File: config.mk
export PLATFORM = sky130hd
export DESIGN_NAME = ext_frame_ram_arbiter
export DESIGN_NICKNAME = d
export VERILOG_FILES = /design/src/rtl/nova_ram_arb_pkg.sv /design/src/rtl/ext_frame_ram_prio_sel.sv /design/src/rtl/ext_frame_ram_arbiter.sv
export SDC_FILE = /design/constraint.sdc
export NUM_CORES = 1
export LEC_CHECK = 0
export BUFFER_PORTS_ARGS = -buffer_cell sky130_fd_sc_hd__buf_2
export CAP_MARGIN = 25
export CORE_ASPECT_RATIO = 1.2
export CORE_UTILIZATION = 30
export DETAILED_ROUTE_END_ITERATION = 16
export PLACE_DENSITY = 0.76
export SYNTH_ARGS = -nofsm -noshare
export SYNTH_HDL_FRONTEND = slang
export SYNTH_SLANG_ARGS = --single-unit
File: constraint.sdc
create_clock -name clk -period 4.48 [get_ports clk]
set_input_delay 0.896 -clock clk [delete_from_list [all_inputs] [get_ports clk]]
set_output_delay 0.896 -clock clk [all_outputs]
set_load 0.01 [all_outputs]
File: src/rtl/nova_ram_arb_pkg.sv
// Shared types and default widths for the external frame RAM arbiters.
package nova_ram_arb_pkg;

    localparam int unsigned ADDR_W = 14;
    localparam int unsigned DATA_W = 32;
    localparam int unsigned LEN_W  = 4;

    // Bit positions inside the one-hot grant vector
    localparam int unsigned N_REQ   = 3;
    localparam int unsigned GNT_DF  = 0;
    localparam int unsigned GNT_MC  = 1;
    localparam int unsigned GNT_DIS = 2;

    typedef enum logic [1:0] {
        OWN_NONE,
        OWN_DF,
        OWN_MC,
        OWN_DIS
    } owner_e;

    typedef enum logic {
        ST_IDLE,
        ST_BURST
    } state_e;

    // Owners whose bursts return read data
    function automatic logic is_read_owner(input owner_e owner);
        return (owner == OWN_MC) || (owner == OWN_DIS);
    endfunction

endpackage

File: src/rtl/ext_frame_ram_prio_sel.sv
// Fixed-priority DF > MC > DIS select; a starved DIS request jumps to the front.
module ext_frame_ram_prio_sel
    import nova_ram_arb_pkg::*;
(
    input  logic             df_req,
    input  logic             mc_req,
    input  logic             dis_req,
    input  logic             dis_starved,
    output logic [N_REQ-1:0] grant_c
);

    always_comb begin
        grant_c = '0;
        if (dis_req && dis_starved) begin
            grant_c[GNT_DIS] = 1'b1;
        end else if (df_req) begin
            grant_c[GNT_DF] = 1'b1;
        end else if (mc_req) begin
            grant_c[GNT_MC] = 1'b1;
        end else if (dis_req) begin
            grant_c[GNT_DIS] = 1'b1;
        end
    end

endmodule

File: src/rtl/ext_frame_ram_arbiter.sv
// Shares one external frame RAM port between DF writeback, MC fetch and display
// readout: arbitrates in IDLE, runs the burst, and steers read data to its owner.
module ext_frame_ram_arbiter
    import nova_ram_arb_pkg::*;
#(
    parameter int unsigned ADDR_W       = nova_ram_arb_pkg::ADDR_W,
    parameter int unsigned DATA_W       = nova_ram_arb_pkg::DATA_W,
    parameter int unsigned LEN_W        = nova_ram_arb_pkg::LEN_W,
    parameter int unsigned STARVE_LIMIT = 64
) (
    input  logic              clk,
    input  logic              reset_n,

    input  logic              df_req,
    input  logic [ADDR_W-1:0] df_addr,
    input  logic [LEN_W-1:0]  df_len,
    input  logic [DATA_W-1:0] df_wdata,
    output logic              df_gnt,
    output logic              df_wready,

    input  logic              mc_req,
    input  logic [ADDR_W-1:0] mc_addr,
    input  logic [LEN_W-1:0]  mc_len,
    output logic              mc_gnt,
    output logic              mc_rvalid,
    output logic [DATA_W-1:0] mc_rdata,

    input  logic              dis_req,
    input  logic [ADDR_W-1:0] dis_addr,
    input  logic [LEN_W-1:0]  dis_len,
    output logic              dis_gnt,
    output logic              dis_rvalid,
    output logic [DATA_W-1:0] dis_rdata,

    output logic              ram_cs_n,
    output logic              ram_wr,
    output logic [ADDR_W-1:0] ram_addr,
    output logic [DATA_W-1:0] ram_wdata,
    input  logic [DATA_W-1:0] ram_rdata,

    output logic              busy
);

    localparam int unsigned CNT_W = $clog2(STARVE_LIMIT + 1);

    state_e             state_q, state_d;
    owner_e             owner_q, owner_d;
    logic [ADDR_W-1:0]  addr_q, addr_d;
    logic [LEN_W-1:0]   cnt_q, cnt_d;
    logic [CNT_W-1:0]   starve_cnt;
    logic               rd_valid_q;
    owner_e             rd_owner_q;
    logic [N_REQ-1:0]   grant_oh;
    logic               arb_en;
    logic               dis_starved;

    // Arbitration only in IDLE; gating with reset_n keeps grants low while reset is held
    assign arb_en      = (state_q == ST_IDLE) && reset_n;
    assign dis_starved = (starve_cnt >= CNT_W'(STARVE_LIMIT));

    ext_frame_ram_prio_sel u_prio_sel (
        .df_req      (df_req  && arb_en),
        .mc_req      (mc_req  && arb_en),
        .dis_req     (dis_req && arb_en),
        .dis_starved (dis_starved),
        .grant_c     (grant_oh)
    );

    assign df_gnt  = grant_oh[GNT_DF];
    assign mc_gnt  = grant_oh[GNT_MC];
    assign dis_gnt = grant_oh[GNT_DIS];

    // Burst sequencer state register
    always_ff @(posedge clk or negedge reset_n) begin
        if (!reset_n) begin
            state_q <= ST_IDLE;
            owner_q <= OWN_NONE;
            addr_q  <= '0;
            cnt_q   <= '0;
        end else begin
            state_q <= state_d;
            owner_q <= owner_d;
            addr_q  <= addr_d;
            cnt_q   <= cnt_d;
        end
    end

    // Next state and RAM-side outputs
    always_comb begin
        state_d   = state_q;
        owner_d   = owner_q;
        addr_d    = addr_q;
        cnt_d     = cnt_q;
        busy      = 1'b0;
        ram_cs_n  = 1'b1;
        ram_wr    = 1'b0;
        ram_addr  = '0;
        ram_wdata = '0;
        df_wready = 1'b0;

        case (state_q)
            ST_IDLE: begin
                if (grant_oh[GNT_DF]) begin
                    owner_d = OWN_DF;
                    addr_d  = df_addr;
                    cnt_d   = df_len;
                end else if (grant_oh[GNT_MC]) begin
                    owner_d = OWN_MC;
                    addr_d  = mc_addr;
                    cnt_d   = mc_len;
                end else if (grant_oh[GNT_DIS]) begin
                    owner_d = OWN_DIS;
                    addr_d  = dis_addr;
                    cnt_d   = dis_len;
                end
                if (grant_oh != '0) begin
                    state_d = ST_BURST;
                end
            end

            ST_BURST: begin
                busy      = 1'b1;
                ram_cs_n  = 1'b0;
                ram_addr  = addr_q;
                ram_wr    = (owner_q == OWN_DF);
                df_wready = (owner_q == OWN_DF);
                if (owner_q == OWN_DF) begin
                    ram_wdata = df_wdata;
                end
                // Natural overflow gives the wrap from the top address to 0
                addr_d = addr_q + ADDR_W'(1);
                if (cnt_q == '0) begin
                    state_d = ST_IDLE;
                    owner_d = OWN_NONE;
                end else begin
                    cnt_d = cnt_q - LEN_W'(1);
                end
            end

            default: begin
                state_d = ST_IDLE;
                owner_d = OWN_NONE;
            end
        endcase
    end

    // DIS wait counter; saturates so the promotion holds until DIS is served
    always_ff @(posedge clk or negedge reset_n) begin
        if (!reset_n) begin
            starve_cnt <= '0;
        end else if (!dis_req || dis_gnt) begin
            starve_cnt <= '0;
        end else if (starve_cnt < CNT_W'(STARVE_LIMIT)) begin
            starve_cnt <= starve_cnt + CNT_W'(1);
        end
    end

    // Owner tag follows each read access by one cycle to match RAM read latency
    always_ff @(posedge clk or negedge reset_n) begin
        if (!reset_n) begin
            rd_valid_q <= 1'b0;
            rd_owner_q <= OWN_NONE;
        end else begin
            rd_valid_q <= (state_q == ST_BURST) && is_read_owner(owner_q);
            rd_owner_q <= owner_q;
        end
    end

    assign mc_rvalid  = rd_valid_q && (rd_owner_q == OWN_MC);
    assign dis_rvalid = rd_valid_q && (rd_owner_q == OWN_DIS);
    assign mc_rdata   = mc_rvalid  ? ram_rdata : '0;
    assign dis_rdata  = dis_rvalid ? ram_rdata : '0;

endmodule

After elaboration in Yosys (flattened, before gate mapping)
Cells that the tools add are included.
- flip-flop bits (word level): 31
- input port bits: 123
- output and inout bits: 119
- $add $sub $neg: 3
- $lt $le $gt $ge: 2
- equal/unequal tests: 8
- muxes and demuxes: 34
- bitwise gates (word level): 1
- reductions and logical operators: 16
- operators by type and width (operator ; number):
    $mux W32 ; 4
    $mux W14 ; 4
    $pmux W14 S2 ; 1
    $mux W4 ; 4
    $add A14 B1 Y14 const B ; 1
    $mux W7 ; 2
    $mux W2 ; 6
    $mux W1 ; 10
    $eq A2 B2 Y1 const B ; 4
    $logic_and A1 B1 Y1 ; 8
    $pmux W4 S2 ; 1
    $add A7 B1 Y7 const B ; 1
    $ge A7 B7 Y1 const B ; 1
    $lt A7 B7 Y1 const B ; 1
    $logic_not A4 Y1 ; 1
    $ne A4 B4 Y1 const B ; 1
    $pmux W2 S2 ; 1
    $reduce_and A2 Y1 ; 2
    $sub A4 B1 Y4 const B ; 1
    $reduce_bool A3 Y1 ; 1
    $eq A2 B1 Y1 const B ; 1
    $logic_or A1 B1 Y1 ; 2
    $ne A2 B1 Y1 const B ; 1
    $ne A2 B2 Y1 const B ; 1
    4 further kinds ; 4

Longest topological paths before layout
- word-level depth: 11
- depth in mapped cells: 7

By module
A second synthesis with hierarchy kept.
- cells, all modules: 355
- area, all modules: 2839.0 um^2
- by module, submodules not included (module ; instances ; cells each ; area an instance (um^2) ; seq. area each (um^2)):
    ext_frame_ram_arbiter ; 1 ; 350 ; 2800.2 ; 775.7
    ext_frame_ram_prio_sel ; 1 ; 5 ; 38.8 ; 0.0

Worst setup path before layout
OpenSTA, ideal clock, no wires.
- kind: in2out
- start point: input mc_req
- end point: output mc_gnt
- data arrival time: 1.541 ns
- slack: 2.043 ns
- stages on the path: 5
- buffers on the path: 2
- cell sequence: nor2b_1 nand3_1 buf_4 buf_6 inv_1
- longest elaborated chain between the ends: 4
- ends and longest elaborated chain (element ; RTL line ; source):
    from (decl) ; ext_frame_ram_arbiter.sv:21 ; input logic mc_req,
    $logic_and A1 B1 Y1 ; ext_frame_ram_arbiter.sv:63 ; .mc_req (mc_req && arb_en),
    $mux W1 ; ext_frame_ram_prio_sel.sv:18 ; end else if (mc_req) begin
    $mux W2 ; ext_frame_ram_prio_sel.sv:16 ; end else if (df_req) begin
    $mux W2 ; ext_frame_ram_prio_sel.sv:14 ; if (dis_req && dis_starved) begin
    to (decl) ; ext_frame_ram_arbiter.sv:24 ; output logic mc_gnt,
Every way passes these cells.

Worst setup path in the final report
- start point: register state_q
- end point: output ram_addr[12]
- longest elaborated chain between the ends: 1
- ends and longest elaborated chain (element ; RTL line ; source):
    from (decl) ; ext_frame_ram_arbiter.sv:46 ; state_e state_q, state_d;
    from (signal assigned) ; ext_frame_ram_arbiter.sv:81 ; state_q <= state_d;
    $mux W14 ; ext_frame_ram_arbiter.sv:101 ; case (state_q)
    to (decl) ; ext_frame_ram_arbiter.sv:37 ; output logic [ADDR_W-1:0] ram_addr,
Every way passes these cells.

==> results.yml <==
grt:
  antenna_found_initial: 1
  first_global_vias: 2942
  grt_max_degree: 35
  grt_use_total_pct: 17.89
  grt_overflow_total: 0
  grt_first_pass_wirelength_mm: 13.30
power_and_ir_drop:
  ir_drop_mv: 0.2150
  power.density_nw_per_um2: 422.4
  power.leakage_nw: 2.446
  total_power_mw: 1.753
routing:
  drtIter0Drc: 99
  viasPerCell: 4.774
  num_vias: 3213
  ant_nets: 0
  wl_mm: 9.108
  wl_per_cell_um: 13.53
  post-route-drc-count: 0
  first_pass_iters: 4
clocking:
  cts.clk_slew.worst_paths_ns: 0.07
  h-tree-depth: 2
  clock_latency_ns: 0.28
  postCtsSetupBuffers: 0
  cts_sinks: 31
  cts_resized: 0
  cts-root-buf: "clkbuf_8"
  tritoncts: "built"
  cts_inserted_buffers: 5
  clock_path_buffers: 2
  cts_hold_buf: 0
synth:
  async_reset_ff_share_pct: 100.0
  synth_top_flop_cell: "dfrtp_1"
  synth_area_um2: 2764
  seq_area_frac_synth_pct: 28.07
  yosys_register_bits: 31
  syn-instance-count: 319
  synth_cell_types: 49
  synth_edf_count: 0
  yosys_warnings: 0
  syn-num-nets: 446
  syn_avg_cell_area_um2: 8.664
die:
  rows: 38
  initial_utilization_pct: 30.76
  io_pins: 242
  fp.dieW_um: 89.62
  die_y_um: 107.1
  coreArea_um2: 8986
  die_area_um2: 9602
critical_path:
  critPathLaunch: "state_q"
  cp_max_fo: 27
  crit_type: "flop to output port"
  cp-start-kind: "flop"
  worstSetupEndpointType: "output port"
  required_ns: 3.58
  rr_startpoint: "state_q"
  arrival_ns: 2.11
placed_design:
  dp.cells: 664
  gp_congestion: 0.9687
  place_ws_ns: 1.781
  dp_hpwl_mm: 7.353
  portBuffers: 241
sta:
  period_minus_slack_ns: 3.011
  worst_pin_slew_ns: 0.8966
  setup_viol_count_final: 0
  rsz0062_at_grt: "no"
  finClkSkew_ns: 0.007485
  hold_viol: 0
  holdWs_ns: 0.4311
  setup_slack_ns: 1.469
  fmax_mhz: 332.1
  maxSlewViolCount: 0
  period_share_pct: 67.21
  setup_tns_ns: 0
  timing.slew.headroom_pct: 40.23
run:
  maxCapViolations: 0
worst_hold_path:
  min_from: "owner_q[0]"
  hold_class: "flop to flop"
finish:
  fin_cells: 673
  area_growth_pct: 50.16
  seq_area_um2: 775.7
  n_fill_cell: 919
  nNetsFinal: 678
  layout-drive-gt1-share_pct: 48.55
  multiInputGateArea_um2: 1832
run_status:
  status: "finished, final reports clean"
## critical path: stages, from the launching register on
cell and delay (ns):
dfrtp_1 0.93, inv_1 0.53, nor2_1 0.21, buf_2 0.15
## layout make-up
type | count | share of cell area, %
multi-input combinational | 258 | 44.14
tap | 120 | 3.618
clock buffer | 5 | 1.658
clock inverter | 3 | 1.055
sequential | 31 | 18.69
inverter | 9 | 0.8140
timing repair buffer | 246 | 29.97
antenna | 1 | 0.06030
## state kept, by name (all words and copies together), names as in the netlist
signal and count:
addr_q 14, starve_cnt 7, cnt_q 4, owner_q 2, rd_owner_q 2, rd_valid_q 1, state_q 1
## synthesized netlist by cell type (all sizes together), types with 8 or more instances
library cell / number / area share [%]
a22oi: 13 / 3.7
and2: 109 / 25
buf: 9 / 2.8
clkbuf: 12 / 1.6
dfrtp: 31 / 28
inv: 9 / 1.2
mux2i: 20 / 7.2
nand2: 12 / 1.7
nand3: 8 / 1.4
nor2: 18 / 2.4
o221ai: 9 / 3.1
xnor2: 9 / 2.9
xor2: 8 / 2.5
## power breakdown
group / internal, mW / switching (mW) / total [mW]
sequential: 0.389 / 0.161 / 0.549
clock: 0.165 / 0.110 / 0.275
combinational: 0.465 / 0.464 / 0.929
total: 1.02 / 0.734 / 1.75
## cell usage in the layout (no fill, tap or decap), types with 9 or more instances in the layout
cell and instances:
nand2_1 11, buf_2 241, a22oi_1 12, inv_1 9, xnor2_1 9, and2_1 109
mux2i_1 20, dfrtp_1 31, nor2_1 18
## cells by family after synthesis
group | Yosys count | synth area share (%)
and+or+nand+nor | 166 | 36.49
xor gates and xnor gates | 17 | 5.387
buffers and inverters | 30 | 5.658
DFF | 31 | 28.07
muxes | 21 | 7.650
adders and majority gates | 4 | 1.811
AOI/OAI and AO/OA | 50 | 14.94
## worst paths after layout
path	endpoint	slack (ns)	cells past startpoint
min in group asynchronous	starve_cnt[0]	0.68	2
setup / recovery	ram_addr[12]	1.47	3
hold reg to reg	rd_owner_q[0]	0.43	0
setup reg to reg	addr_q[4]	2.20	4
max in group asynchronous	addr_q[12]	3.49	2
hold / removal	rd_owner_q[0]	0.43	0
## routing by layer
layer  global-route usage, %  part of all wire, %  up-vias
met4                   8.050                  3.3        0
met1                   18.30                   36     1465
met2                   34.25                   52      178
li1                        -                    -     1551
met3                   2.925                  8.4       19
met5                       0                    0        -
## per-stage QoR
step | cell area [µm²] | util (%)
2_1_floorplan | 2764 | -
3_3_place_gp | 4028 | 44.82
3_5_place_dp | 4035 | 44.90
4_1_cts | 4148 | 46.16
5_1_grt | 4150 | 46.18
6_report | 4150 | 46.18
(Power assumes the default switching activity.)
